===== config.mk =====
export PLATFORM = sky130hd
export DESIGN_NAME = proc_loader
export DESIGN_NICKNAME = d
export VERILOG_FILES = /design/src/rtl/proc_loader.sv
export SDC_FILE = /design/constraint.sdc
export NUM_CORES = 1
export LEC_CHECK = 0
export CORE_ASPECT_RATIO = 0.9
export CORE_MARGIN = 3
export CORE_UTILIZATION = 46
export DETAILED_ROUTE_END_ITERATION = 10
export PLACE_DENSITY = 0.8
export SETUP_SLACK_MARGIN = 0.5
export SYNTH_ARGS = -nofsm -noshare
export SYNTH_HDL_FRONTEND = slang
export SYNTH_SLANG_ARGS = --single-unit

===== constraint.sdc =====
create_clock -name clock -period 3.07 [get_ports clock]
set_clock_uncertainty 0.1 [all_clocks]
set_input_delay 0.921 -clock clock [delete_from_list [all_inputs] [get_ports clock]]
set_output_delay 0.921 -clock clock [all_outputs]
set_load 0.005 [all_outputs]

===== src/rtl/proc_loader.sv =====
// proc_loader: streams a program into the processor instruction RAM, runs it, drains the pipeline and dumps r0..NREGS-1.
// Optional feature macro: LOADER_CHECKSUM_EN adds an XOR checksum of all accepted instruction words.
module proc_loader #(
    parameter int ADDR_W       = 9,
    parameter int DATA_W       = 32,
    parameter int MAX_WORDS    = 512,
    parameter int RUN_CYCLES   = 64,
    parameter int DRAIN_CYCLES = 4,
    parameter int NREGS        = 8
) (
    input  logic              clock,
    input  logic              reset,
    input  logic              start,
    input  logic              in_valid,
    output logic              in_ready,
    input  logic [DATA_W-1:0] in_data,
    input  logic              in_last,
    output logic [ADDR_W-1:0] addr,
    output logic              wr,
    output logic [DATA_W-1:0] wdata,
    output logic              working,
    output logic [3:0]        rID,
    input  logic [DATA_W-1:0] rdata,
    output logic              out_valid,
    input  logic              out_ready,
    output logic [DATA_W-1:0] out_data,
    output logic [3:0]        out_id,
    output logic              out_last,
    output logic              busy,
    output logic              done,
    output logic              ovf,
    output logic [ADDR_W:0]   words_loaded
`ifdef LOADER_CHECKSUM_EN
    ,
    output logic [DATA_W-1:0] checksum
`endif
);

    typedef enum logic [2:0] {
        S_IDLE     = 3'd0,
        S_LOAD     = 3'd1,
        S_FLUSH    = 3'd2,
        S_RUN      = 3'd3,
        S_DRAIN    = 3'd4,
        S_DUMP_SET = 3'd5,
        S_DUMP_OUT = 3'd6,
        S_DONE     = 3'd7
    } state_t;

    localparam int K_W     = ADDR_W + 1;
    localparam int CNT_MAX = (RUN_CYCLES > DRAIN_CYCLES) ? RUN_CYCLES : DRAIN_CYCLES;
    localparam int CNT_W   = $clog2(CNT_MAX + 1);

    localparam logic [K_W-1:0]   LAST_ADDR  = K_W'(MAX_WORDS - 1);
    localparam logic [K_W-1:0]   LAST_REG   = K_W'(NREGS - 1);
    localparam logic [CNT_W-1:0] RUN_LAST   = CNT_W'(RUN_CYCLES - 1);
    localparam logic [CNT_W-1:0] DRAIN_LAST = CNT_W'(DRAIN_CYCLES - 1);

    state_t              state_r, state_s;
    logic [K_W-1:0]      k_r, k_s;
    logic [CNT_W-1:0]    cnt_r, cnt_s;
    logic [ADDR_W-1:0]   addr_r, addr_s;
    logic                wr_r, wr_s;
    logic [DATA_W-1:0]   wdata_r, wdata_s;
    logic [3:0]          rid_r, rid_s;
    logic                out_valid_r, out_valid_s;
    logic [DATA_W-1:0]   out_data_r, out_data_s;
    logic [3:0]          out_id_r, out_id_s;
    logic                out_last_r, out_last_s;
    logic                ovf_r, ovf_s;
    logic [K_W-1:0]      words_r, words_s;
    logic                in_ready_r, working_r, busy_r, done_r;
    logic                accept_s;
`ifdef LOADER_CHECKSUM_EN
    logic [DATA_W-1:0]   csum_r, csum_s;
`endif

    assign accept_s = in_valid & in_ready_r;

    // Next-state and next-output computation for the load/run/dump sequence
    always_comb begin
        state_s     = state_r;
        k_s         = k_r;
        cnt_s       = cnt_r;
        addr_s      = addr_r;
        wr_s        = 1'b0;
        wdata_s     = wdata_r;
        rid_s       = rid_r;
        out_valid_s = out_valid_r;
        out_data_s  = out_data_r;
        out_id_s    = out_id_r;
        out_last_s  = out_last_r;
        ovf_s       = ovf_r;
        words_s     = words_r;
`ifdef LOADER_CHECKSUM_EN
        csum_s      = csum_r;
`endif
        case (state_r)
            S_IDLE, S_DONE: begin
                if (start) begin
                    state_s = S_LOAD;
                    k_s     = {K_W{1'b0}};
                    ovf_s   = 1'b0;
                    words_s = {K_W{1'b0}};
`ifdef LOADER_CHECKSUM_EN
                    csum_s  = {DATA_W{1'b0}};
`endif
                end else begin
                    state_s = state_r;
                end
            end
            S_LOAD: begin
                if (accept_s) begin
                    wr_s    = 1'b1;
                    addr_s  = k_r[ADDR_W-1:0];
                    wdata_s = in_data;
                    k_s     = k_r + K_W'(1);
                    words_s = words_r + K_W'(1);
`ifdef LOADER_CHECKSUM_EN
                    csum_s  = csum_r ^ in_data;
`endif
                    // The last RAM slot closes the program even without in_last; no wrap.
                    if (in_last) begin
                        state_s = S_FLUSH;
                    end else if (k_r == LAST_ADDR) begin
                        ovf_s   = 1'b1;
                        state_s = S_FLUSH;
                    end else begin
                        state_s = S_LOAD;
                    end
                end else begin
                    state_s = S_LOAD;
                end
            end
            S_FLUSH: begin
                state_s = S_RUN;
                addr_s  = {ADDR_W{1'b0}};
                cnt_s   = {CNT_W{1'b0}};
            end
            S_RUN: begin
                if (cnt_r == RUN_LAST) begin
                    state_s = S_DRAIN;
                    cnt_s   = {CNT_W{1'b0}};
                end else begin
                    cnt_s   = cnt_r + CNT_W'(1);
                end
            end
            S_DRAIN: begin
                if (cnt_r == DRAIN_LAST) begin
                    state_s = S_DUMP_SET;
                    cnt_s   = {CNT_W{1'b0}};
                    k_s     = {K_W{1'b0}};
                    rid_s   = 4'd0;
                end else begin
                    cnt_s   = cnt_r + CNT_W'(1);
                end
            end
            S_DUMP_SET: begin
                state_s     = S_DUMP_OUT;
                out_valid_s = 1'b1;
                out_data_s  = rdata;
                out_id_s    = k_r[3:0];
                out_last_s  = (k_r == LAST_REG);
            end
            S_DUMP_OUT: begin
                if (out_ready) begin
                    out_valid_s = 1'b0;
                    if (k_r == LAST_REG) begin
                        state_s    = S_DONE;
                        rid_s      = 4'd0;
                        out_data_s = {DATA_W{1'b0}};
                        out_id_s   = 4'd0;
                        out_last_s = 1'b0;
                        addr_s     = {ADDR_W{1'b0}};
                        wdata_s    = {DATA_W{1'b0}};
                    end else begin
                        state_s = S_DUMP_SET;
                        k_s     = k_r + K_W'(1);
                        rid_s   = k_s[3:0];
                    end
                end else begin
                    state_s = S_DUMP_OUT;
                end
            end
            default: begin
                state_s = S_IDLE;
            end
        endcase
    end

    // State and registered-output update with synchronous reset
    always_ff @(posedge clock) begin
        if (reset) begin
            state_r     <= S_IDLE;
            k_r         <= {K_W{1'b0}};
            cnt_r       <= {CNT_W{1'b0}};
            addr_r      <= {ADDR_W{1'b0}};
            wr_r        <= 1'b0;
            wdata_r     <= {DATA_W{1'b0}};
            rid_r       <= 4'd0;
            out_valid_r <= 1'b0;
            out_data_r  <= {DATA_W{1'b0}};
            out_id_r    <= 4'd0;
            out_last_r  <= 1'b0;
            ovf_r       <= 1'b0;
            words_r     <= {K_W{1'b0}};
            in_ready_r  <= 1'b0;
            working_r   <= 1'b0;
            busy_r      <= 1'b0;
            done_r      <= 1'b0;
`ifdef LOADER_CHECKSUM_EN
            csum_r      <= {DATA_W{1'b0}};
`endif
        end else begin
            state_r     <= state_s;
            k_r         <= k_s;
            cnt_r       <= cnt_s;
            addr_r      <= addr_s;
            wr_r        <= wr_s;
            wdata_r     <= wdata_s;
            rid_r       <= rid_s;
            out_valid_r <= out_valid_s;
            out_data_r  <= out_data_s;
            out_id_r    <= out_id_s;
            out_last_r  <= out_last_s;
            ovf_r       <= ovf_s;
            words_r     <= words_s;
            in_ready_r  <= (state_s == S_LOAD);
            working_r   <= (state_s == S_RUN);
            busy_r      <= (state_s != S_IDLE) && (state_s != S_DONE);
            done_r      <= (state_s == S_DONE);
`ifdef LOADER_CHECKSUM_EN
            csum_r      <= csum_s;
`endif
        end
    end

    assign in_ready     = in_ready_r;
    assign addr         = addr_r;
    assign wr           = wr_r;
    assign wdata        = wdata_r;
    assign working      = working_r;
    assign rID          = rid_r;
    assign out_valid    = out_valid_r;
    assign out_data     = out_data_r;
    assign out_id       = out_id_r;
    assign out_last     = out_last_r;
    assign busy         = busy_r;
    assign done         = done_r;
    assign ovf          = ovf_r;
    assign words_loaded = words_r;
`ifdef LOADER_CHECKSUM_EN
    assign checksum     = csum_r;
`endif

endmodule


== Yosys cells after proc, flatten, opt, wreduce, memory -nomap -nowiden ==
Cells that the tools add are included.

* Bits in registers: 119
* Bits of input ports: 70
* Output and inout bits: 99
* Word-level logic and storage cells: 112

* $add $sub $neg: 3
* Eq/ne operators: 23
* Multiplexer cells: 47
* Bitwise gates (word level): 2
* Reduce and logical (&&, ||, !) cells: 20

{| class="wikitable"
|+ Operators with widths
! kind !! count
|-
| $pmux W32 S2 || 2
|-
| $mux W32 || 3
|-
| $mux W10 || 6
|-
| $pmux W10 S4 || 1
|-
| $mux W9 || 3
|-
| $pmux W9 S3 || 1
|-
| $pmux W3 S7 || 1
|-
| $pmux W7 S3 || 1
|-
| $add A10 B1 Y10 const B || 2
|-
| $mux W4 || 5
|-
| $pmux W10 S2 || 1
|-
| $ne A2 B2 Y1 const B || 8
|-
| $pmux W4 S2 || 2
|-
| $eq A3 B3 Y1 const B || 5
|-
| $mux W3 || 5
|-
| $mux W7 || 2
|-
| $eq A10 B3 Y1 const B || 1
|-
| $eq A10 B9 Y1 const B || 1
|-
| $eq A3 B2 Y1 const B || 3
|-
| $reduce_and A3 Y1 || 3
|-
| $reduce_bool A3 Y1 || 3
|-
| $mux W1 || 8
|-
| $reduce_and A4 Y1 || 2
|-
| $reduce_bool A2 Y1 || 4
|-
| other kinds (16) || 22
|}

== Longest topological paths before layout ==
* Depth in word-level cells: 7
* Depth in mapped cells: 8
* Mapped depth without buffers: 6

== Worst setup path after synthesis ==
No wires, ideal clock.

* Path kind: input-to-reg
* From: input port reset
* To: register wdata_r[10], in the netlist wdata[10]
* Library setup time: 125 ps
* Arrival time: 2245 ps
* Slack: 599 ps
* Cell stages on the path: 4
* Cell sequence: clkbuf_1 dlymetal6s2s_1 dlygate4sd3_1 nor2_1

{| class="wikitable"
|+ RTL lines
! what !! line !! text
|-
| start, declared || 12 || <nowiki>input logic reset,</nowiki>
|-
| end signal, assigned || 199 || <nowiki>wdata_r <= {DATA_W{1'b0}};</nowiki>
|-
| end signal, assigned || 220 || <nowiki>wdata_r <= wdata_s;</nowiki>
|-
| end, declared || 64 || <nowiki>logic [DATA_W-1:0] wdata_r, wdata_s;</nowiki>
|}

No word-level cell between the ends.

== Final worst setup path ==
* From: register k_r[1]
* To: register wdata_r[8], in the netlist wdata[8]

* Longest elaborated chain between the ends: 3

{| class="wikitable"
|+ Ends and longest elaborated chain
! what !! line !! text
|-
| start, declared || 60 || <nowiki>logic [K_W-1:0] k_r, k_s;</nowiki>
|-
| start signal, assigned || 195 || <nowiki>k_r <= {K_W{1'b0}};</nowiki>
|-
| start signal, assigned || 216 || <nowiki>k_r <= k_s;</nowiki>
|-
| $eq A10 B3 Y1 || 168 || <nowiki>if (k_r == LAST_REG) begin</nowiki>
|-
| $ne A2 B2 Y1 (no source line) || - ||
|-
| $reduce_and A4 Y1 (no source line) || - ||
|}

No other way between the ends.
A chain may end at the register's enable or synchronous reset.

==> results.toml <==
[synthesis]
postSynthAreaPerCell_sq_um = 9.21
synthArstFlopShare = 0
yosysMostFrequentCell = "dfxtp_1"
synth.distinct_cells = 72
ys_top_cells_by_area = "dfxtp_1, nor2_1, a22oi_1"
synth_top_area_frac = 0.453
synth_warnings = 0
netlist_instances = 571
synth_top_area_cell = "dfxtp_1"
ys_ff_latch = 119
synth_ff_type = "dfxtp_1"
synth-edff-count = 0
synth_nets = 644
syn_area_sq_um = 5260
synth.yosys.seq_area_share = 0.453
synth_commonest_cells = "dfxtp_1, nor2_1, a22oi_1"

[cts]
path_clk_slew_ps = 60
cts_tree = "done"
htree_num_levels = 4
cts_buffer_depth = 2
clock_sink_count = 119
worst_skew_pair.late_latency_ps = 400
hold_buffers = 0
cts_buffers = 17
root_buffer = "clkbuf_16"

[final_layout]
antenna_cells = 0
area_delta_synth_final_pct = 45.6
fin_nets = 802
layout-drive-gt1-share = 0.117
fin_cells = 894

[timing]
period_minus_slack_ps = 2480
max_slew_margin = 0.582
fmax_mhz = 403
fin_crit_sh = 0.808
hold_violations = 0
tightestPinTransition_ps = 623
drv_slew = 0
rsz0062_at_grt = "false"
setup_slack_ps = 589
setup_viol = 0

[grt]
antenna_found_initial = 1
busiest_layer = "met2"
grtUsageTotal = 0.219
grtUsageMet2 = 0.357
grt_overflow = 0
grt_util_met1 = 0.268
grt_use_met3 = 0.0867
grt_first_pass_wirelength_mm = 22.9
grt_pass1_vias = 4700
grt_max_degree = 76

[power]
p_leak_uw = 0.00272
vdd_drop_max_mv = 0.355
power_density_nw_per_um2 = 510
power_uw = 3910

[setup_path]
critical_path.top_delay_family = "simple AND/OR/NAND/NOR gates"
startpoint_type = "register"
cp_data_required_time_ps = 3250
cp_cell_sequence = "ha_4 -> or4b_4 -> nor4_4 -> a2bb2oi_4 -> buf_12 -> mux2i_1 -> nor2_1"
slowest_stage = "or4b_4"
cp_max_fo = 32
arrival_ps = 2660
critPathBufInv = 1
cpPeakStageDelay_ps = 500
cp-end-kind = "register"
crit_type = "reg2reg"

[die]
io_pins = 169
fp-row-count = 36
dieHeight_um = 107
die_w_um = 119
core_sq_um = 11000
start_util = 0.478
die_area_sq_um = 12700

[routing]
drt-vias-per-instance = 5.44
via_count = 4863
post_drt_wl_per_cell_um = 15.9
drc_errors = 0
drt_iter0_drc = 309
first_pass_iters = 5
drt-total-wl_mm = 14.2
final_antenna_net_count = 0

[place]
place_congestion = 0.792
io_buffers = 168
hpwl_mm = 9.66
dp_cells = 861
post-place-ws_ps = -44.8

[run]
cap_violations = 0

[outcome]
status = "finished, final reports clean"

[worst_hold_path]
hold_path.class = "reg2reg"
report_power, final:
group          internal [uW]  switching (uW)  total [uW]
Clock                   1380             700        2080
Sequential              1560            14.1        1570
Combinational            147             112         259
Total                   3080             826        3910
cells by family after synthesis:
logic type	count (synthesis)	synth area share
adder cells (fa/ha/maj)	3	0.00714
AND/OR/NAND/NOR	229	0.220
flip-flops	119	0.453
XOR/XNOR	9	0.0150
AO/OA/AOI/OAI	127	0.180
multiplexers	34	0.0647
buffers and inverters	50	0.0600
timing repair:
action,in CTS,in global routing
resized for setup,3,10
setup buffers,1,0
setup endpoints to repair,65,93
hold endpoints to repair,0,0
pin swaps,1,1
metal layers:
layer / routed length (um) / up-vias
met5: 13 / -
met4: 136 / 2
met3: 1260 / 20
met2: 6790 / 195
met1: 6030 / 2286
li1: - / 2360
final timing paths:
kind / startpoint / end / slack [ps] / depth (start not counted)
hold reg to reg: ovf$_SDFFE_PP0P_ / ovf$_SDFFE_PP0P_ / 370 / 2
setup / recovery: k_r[1]$_SDFFE_PP0P_ / wdata[8]$_SDFFE_PP0P_ / 590 / 7
setup reg to reg: k_r[1]$_SDFFE_PP0P_ / wdata[8]$_SDFFE_PP0P_ / 590 / 7
hold / removal: ovf$_SDFFE_PP0P_ / ovf$_SDFFE_PP0P_ / 370 / 2
layout make-up:
type | count | area [sq um]
timing repair buffer | 184 | 1830
inverter | 5 | 18.8
clock buffer | 19 | 443
multi-input combinational | 402 | 2610
tap | 152 | 190
clock inverter | 13 | 178
sequential | 119 | 2390
fill | 860 | 3330
cell usage in the layout, fill, tap and decap left out, types with 5 or more instances in the layout:
cell,n
nand4_1,5
clkbuf_16,17
clkinv_2,5
o21ai_0,13
clkdlybuf4s50_1,166
a21oi_1,18
a22oi_1,48
and3_1,6
nand3_1,14
a311oi_1,7
and2_2,13
xor2_1,8
nor2_1,108
nand2_1,24
nor3_1,7
and2_1,19
buf_4,14
dfxtp_1,116
mux2i_1,34
a31oi_1,5
nand2b_1,5
metrics by stage:
stage / utilization / TNS (ps) / hold slack, ps / cell area (sq um)
after floorplan: - / 0 / 342 / 5260
after global placement: 0.634 / 0 / 338 / 6970
after detailed placement: 0.634 / -69.4 / 341 / 6970
after CTS: 0.692 / 0 / 363 / 7600
after global routing: 0.697 / 0 / 372 / 7660
final: 0.697 / 0 / 369 / 7660
state kept, by name, indices dropped and copies added, names as in the netlist, 3 cells and up:
name and count:
wdata 32, out_data 32, rID 4, k_r 10, words_loaded 10, state_r 3
out_id 4, cnt_r 7, addr 9
worst reg2reg max path, delay by kind of cell, from the launching register on:
kind | cells | cell delay (ps)
AOI/OAI and AO/OA | 1 | 190
adders and majority gates | 1 | 190
buffers and inverters | 1 | 250
DFF | 1 | 420
muxes | 1 | 260
and+or+nand+nor | 3 | 960
Note: power is estimated with default switching activity, not from simulation.
